==> src/rtl/cabac_renorm_refill.sv <==
// cabac_renorm_refill: the state-holding feedback stage of the CABAC regular-bin decoder.
// It keeps range, value and bits_needed, and registers each bin step from the bin decoder.
// When renormalisation has used up the buffered bits, it pulls in one bitstream byte.
// It also runs the slice-start init, which loads the range and then two bytes of value.
// Every output comes straight from a register.
module cabac_renorm_refill #(
    parameter logic        [8:0] INIT_RANGE     = 9'd510,
    parameter logic signed [4:0] INIT_BITS_NEED = 5'sb11000
) (
    input  logic        i_clk,
    input  logic        i_rst,
    input  logic        i_start,
    input  logic [7:0]  i_byte_data,
    input  logic        i_byte_valid,
    output logic        o_byte_ready,
    input  logic        i_bin_valid,
    output logic        o_bin_ready,
    input  logic [8:0]  i_range_in,
    input  logic [15:0] i_value_in,
    input  logic [2:0]  i_num_bits,
    input  logic        i_renorm,
    output logic [8:0]  o_dec_range,
    output logic [15:0] o_dec_value,
    output logic        o_dec_valid,
    output logic [31:0] o_bytes_used
);

    typedef enum logic [2:0] {
        S_IDLE,
        S_INIT_HI,
        S_INIT_LO,
        S_READY,
        S_REFILL
    } state_t;

    state_t             r_state;
    logic        [8:0]  r_range;
    logic        [15:0] r_value;
    logic signed [4:0]  r_bits_needed;
    logic        [31:0] r_bytes_used;
    logic               r_byte_ready;
    logic               r_bin_ready;
    logic               r_dec_valid;

    logic signed [4:0]  w_bn_next;
    logic        [15:0] w_refill_value;
    logic               w_byte_hs;
    logic               w_bin_hs;

    // Bits-needed update for a renorm step, and the value after merging a refill byte.
    // In REFILL, bits_needed lies in 0..6, so its low three bits give the shift amount.
    always_comb begin
        w_bn_next      = r_bits_needed + signed'({2'b00, i_num_bits});
        w_refill_value = r_value + (16'(i_byte_data) << r_bits_needed[2:0]);
        w_byte_hs      = i_byte_valid & r_byte_ready;
        w_bin_hs       = i_bin_valid & r_bin_ready;
    end

    // Decoder state machine. Outputs are registered along with each state change.
    always_ff @(posedge i_clk) begin
        if (i_rst) begin
            r_state       <= S_IDLE;
            r_range       <= '0;
            r_value       <= '0;
            r_bits_needed <= '0;
            r_bytes_used  <= '0;
            r_byte_ready  <= 1'b0;
            r_bin_ready   <= 1'b0;
            r_dec_valid   <= 1'b0;
        end else if (i_start) begin
            r_state       <= S_INIT_HI;
            r_range       <= INIT_RANGE;
            r_value       <= '0;
            r_bits_needed <= INIT_BITS_NEED;
            r_bytes_used  <= '0;
            r_byte_ready  <= 1'b1;
            r_bin_ready   <= 1'b0;
            r_dec_valid   <= 1'b0;
        end else begin
            unique case (r_state)
                S_IDLE: begin
                    r_byte_ready <= 1'b0;
                    r_bin_ready  <= 1'b0;
                    r_dec_valid  <= 1'b0;
                end
                S_INIT_HI: begin
                    if (w_byte_hs) begin
                        r_value[15:8] <= i_byte_data;
                        r_bytes_used  <= r_bytes_used + 32'd1;
                        r_state       <= S_INIT_LO;
                    end
                end
                S_INIT_LO: begin
                    if (w_byte_hs) begin
                        r_value[7:0] <= i_byte_data;
                        r_bytes_used <= r_bytes_used + 32'd1;
                        r_state      <= S_READY;
                        r_byte_ready <= 1'b0;
                        r_bin_ready  <= 1'b1;
                        r_dec_valid  <= 1'b1;
                    end
                end
                S_READY: begin
                    if (w_bin_hs) begin
                        r_range <= i_range_in;
                        r_value <= i_value_in;
                        if (i_renorm) begin
                            r_bits_needed <= w_bn_next;
                            // A non-negative bits_needed means the buffered bits are exhausted.
                            if (!w_bn_next[4]) begin
                                r_state      <= S_REFILL;
                                r_byte_ready <= 1'b1;
                                r_bin_ready  <= 1'b0;
                                r_dec_valid  <= 1'b0;
                            end
                        end
                    end
                end
                S_REFILL: begin
                    if (w_byte_hs) begin
                        r_value       <= w_refill_value;
                        r_bits_needed <= r_bits_needed - 5'sd8;
                        r_bytes_used  <= r_bytes_used + 32'd1;
                        r_state       <= S_READY;
                        r_byte_ready  <= 1'b0;
                        r_bin_ready   <= 1'b1;
                        r_dec_valid   <= 1'b1;
                    end
                end
                default: begin
                    r_state      <= S_IDLE;
                    r_byte_ready <= 1'b0;
                    r_bin_ready  <= 1'b0;
                    r_dec_valid  <= 1'b0;
                end
            endcase
        end
    end

    assign o_byte_ready = r_byte_ready;
    assign o_bin_ready  = r_bin_ready;
    assign o_dec_range  = r_range;
    assign o_dec_value  = r_value;
    assign o_dec_valid  = r_dec_valid;
    assign o_bytes_used = r_bytes_used;

endmodule

==> config.mk <==
export PLATFORM = sky130hd
export DESIGN_NAME = cabac_renorm_refill
export DESIGN_NICKNAME = d
export VERILOG_FILES = /design/src/rtl/cabac_renorm_refill.sv
export SDC_FILE = /design/constraint.sdc
export NUM_CORES = 1
export LEC_CHECK = 0
export ABC_AREA = 0
export BUFFER_PORTS_ARGS = -buffer_cell sky130_fd_sc_hd__buf_4
export CORE_AREA = 2 2 94 141
export DETAILED_ROUTE_END_ITERATION = 8
export DIE_AREA = 0 0 96 143
export HOLD_SLACK_MARGIN = 0.08
export PLACE_DENSITY = 0.64
export SYNTH_ARGS = -nofsm -noshare
export SYNTH_HDL_FRONTEND = slang
export SYNTH_SLANG_ARGS = --single-unit
==> constraint.sdc <==
create_clock -name i_clk -period 3.9 [get_ports i_clk]
set_clock_uncertainty 0.15 [all_clocks]
set_input_delay 0.78 -clock i_clk [delete_from_list [all_inputs] [get_ports i_clk]]
set_output_delay 0.78 -clock i_clk [all_outputs]
set_load 0.05 [all_outputs]
==> results.py <==
metrics = {
    "detailed_routing": {
        "drtIter0Drc": 199,
        "ant_nets": 0,
        "via_per_inst": 5.548,
        "drtPass1Iterations": 5,
        "drc_errors": 0,
        "vias": 4405,
        "wl_per_cell_um": 16.70,
        "wl_um": 13260,
    },
    "clock_network": {
        "cts.clk_slew.worst_paths_ns": 0.06,
        "cts_tree": "built",
        "cts_buffers": 9,
        "ctsHoldBuffers": 0,
        "ctsResizeCount": 0,
        "clock-root-buffer": "clkbuf_16",
        "cts_max_level": 3,
        "worstSkewPairLatency_ns": 0.33,
        "cts_num_sinks": 67,
        "postCtsSetupRepairBufs": 0,
        "clk_path_buf_depth": 2,
    },
    "floorplanning": {
        "core-area_mm2": 0.01245,
        "row_count": 50,
        "die_w_um": 96,
        "start_util": 0.3454,
        "fp.dieArea_mm2": 0.01373,
        "ios": 102,
        "dieHeight_um": 143,
    },
    "synthesis": {
        "synth_compound_area_frac": 0.2243,
        "synth_edf_count": 0,
        "synth_area_leaders": "dfxtp_1 (31%), nor2_1 (5.8%), xor2_1 (5.7%)",
        "async_flop_share": 0,
        "syn_area_per_cell_um2": 7.920,
        "synth_common_cells": "dfxtp_1 (67), nor2_1 (67), nand2_1 (57), a21oi_1 (46), o21ai_0 (32)",
        "ys_ff_latch": 67,
        "synthMuxAreaShare": 0.03637,
        "synth.top_cell.area_share": 0.3119,
        "synthAdderAreaFrac": 0.06459,
        "synth_cell_types": 59,
        "syn-num-nets": 606,
        "syn_inst": 543,
        "synth_area_mm2": 0.004300,
        "synth_top_cell_by_area": "dfxtp_1",
        "synth_top_family_by_area": "simple AND/OR/NAND/NOR gates",
        "ys.flop_type": "dfxtp_1",
        "synth_warnings": 0,
        "synthSimpleGateAreaFrac": 0.2418,
        "yosysSeqAreaShare": 0.3119,
        "synthXorXnorAreaFrac": 0.08321,
    },
    "setup_path": {
        "critPathMaxStageDelay_ns": 0.61,
        "startpoint_type": "flip-flop",
        "cp_max_fo": 11,
        "worst_setup_path_end_kind": "flip-flop",
        "crit_slowest_cell": "dfxtp_1",
        "cp.buffers_inverters": 1,
        "worstPathArrival_ns": 3.40,
        "critical-path-top-delay-family": "compound AO/OA/AOI/OAI gates",
        "worstPathCellList": "buf_4 > mux2i_1 > nand2_1 > o21ai_0 > mux2i_1 > ha_1 > and4_1 > a21oi_1 > o21ai_0 > o41ai_1 > xor2_1 > o22ai_1",
        "critical_path_class": "reg2reg",
        "required_ns": 3.94,
    },
    "timing": {
        "finalHoldViolations": 0,
        "worst_slack_ns": 0.5384,
        "fin_setup_tns_ns": 0,
        "fin_crit_sh": 0.8620,
        "max_clock_freq_mhz": 297.5,
        "maxSlewHeadroom": 0.3879,
        "report.final.slew_viol_count": 0,
        "worst_slew_pin_slew_ns": 0.9182,
        "rsz0062_at_grt": "no",
        "setup_violations": 0,
        "min_period_ns": 3.362,
    },
    "grt": {
        "use_met1": 0.1993,
        "grt_pass1_wl_um": 20890,
        "grt.total_usage": 0.1918,
        "grt-ovfl-total": 0,
        "grtUsageMet3": 0.03958,
        "met2_usage": 0.3567,
        "grt.busiest_layer": "met2",
        "grt_pass1_vias": 4414,
        "grt_max_degree": 47,
        "antenna_found_initial": 0,
    },
    "layout": {
        "final_nets": 697,
        "layoutNonFillerInstCount": 794,
        "fillers": 1249,
        "syn2layout_area_growth_pct": 27.58,
        "drive_gt1_frac": 0.2194,
        "insertedDiodeCount": 0,
    },
    "placement": {
        "placed_cells": 779,
        "hpwl_um": 10150,
        "pre_cts_slack_ns": 0.4304,
        "gp_congestion": 0.9545,
        "numPortBuffers": 101,
    },
    "power_and_ir_drop": {
        "power_density_mw_per_mm2": 315.2,
        "power_leakage_uw": 0.002237,
        "ir_drop_uv": 197.0,
    },
    "run_status": {
        "status": "finished clean",
    },
    "worst_hold_path": {
        "hold_path.class": "reg2reg",
    },
    "flow_run": {
        "maxCapViolCount": 0,
    },
}
[registers in the layout, indices dropped and copies added, names as in the netlist, named ones only]
name	count
r_state	3
o_bytes_used	32
o_dec_value	16
r_bits_needed	2
o_dec_valid	1
o_dec_range	9
o_byte_ready	1
[stage by stage]
stage / total power (uW) / hold slack, ns / area [um2] / util
finish: 1729 / 0.3189 / 5487 / 0.4407
global placement: 866.3 / 0.2951 / 5170 / 0.4153
floorplan: 801.4 / 0.3989 / 4300 / -
global route: 1782 / 0.3325 / 5487 / 0.4407
CTS: 1746 / 0.3178 / 5487 / 0.4407
detailed placement: 868.9 / 0.3070 / 5170 / 0.4153
[area by class of cell]
type	count	area, um2	area share
repair buffers	105	788.3	0.1437
clock buffers	10	239.0	0.04356
flip-flops and latches	67	1341	0.2445
clock inverters	5	77.57	0.01414
multi-input cells	438	2796	0.5097
well taps	156	195.2	0.03558
inverters	13	48.80	0.008894
[report_power, final]
group          internal [uW]  total [uW]  switching (uW)
clock network            571         874             303
logic                   63.0         153            89.5
registers                694         703            8.80
[layout by cell type, fill, tap and decap left out, types with 3 or more instances in the layout]
master	instances
a21o_1	5
or2_2	4
or3_1	7
dfxtp_1	67
nor2b_1	4
o22ai_1	10
a311oi_1	3
clkbuf_16	9
a221oi_1	5
nand2_1	57
xnor2_1	11
ha_1	19
nand2b_1	3
nand4_1	13
and3_1	4
a22oi_1	3
mux2_2	5
a211oi_1	7
nor3_1	13
a21oi_1	46
nand3b_1	3
buf_4	105
mux2i_1	10
o31ai_1	5
o21ai_0	32
a31oi_1	13
nor2_1	67
nand3_1	14
a211o_1	4
and2_1	5
inv_1	13
xor2_1	28
and4_1	7
[final timing paths]
check,from,to,slack (ns),depth (start not counted)
max,flip-flop,o_dec_value[14],0.54,12
min,o_dec_range[0],o_dec_range[0],0.32,2
max reg2reg,flip-flop,o_dec_value[14],0.54,12
min reg2reg,o_dec_range[0],o_dec_range[0],0.32,2
[cell families (layout without fill, tap and decap cells)]
family                     after synthesis  after routing
buffers and inverters                   38            133
DFF                                     67             67
xor gates and xnor gates                40             40
muxes                                   15             15
adders and majority gates               21             21
AOI/OAI and AO/OA                      152            152
and+or+nand+nor                        210            210
[routing by layer]
layer / share of wire / vias to the layer above
met5: 0 / -
met4: 0.033 / 0
met1: 0.38 / 2051
li1: - / 2152
met3: 0.066 / 31
met2: 0.52 / 171
[worst register-to-register path, stage by stage, from the launching register on]
cell and delay, ns:
dfxtp_1 0.61, buf_4 0.23, mux2i_1 0.24, nand2_1 0.09, o21ai_0 0.15, mux2i_1 0.13, ha_1 0.40, and4_1 0.26
a21oi_1 0.13, o21ai_0 0.17, o41ai_1 0.41, xor2_1 0.19, o22ai_1 0.08
Power figures use the tool's default switching activity.
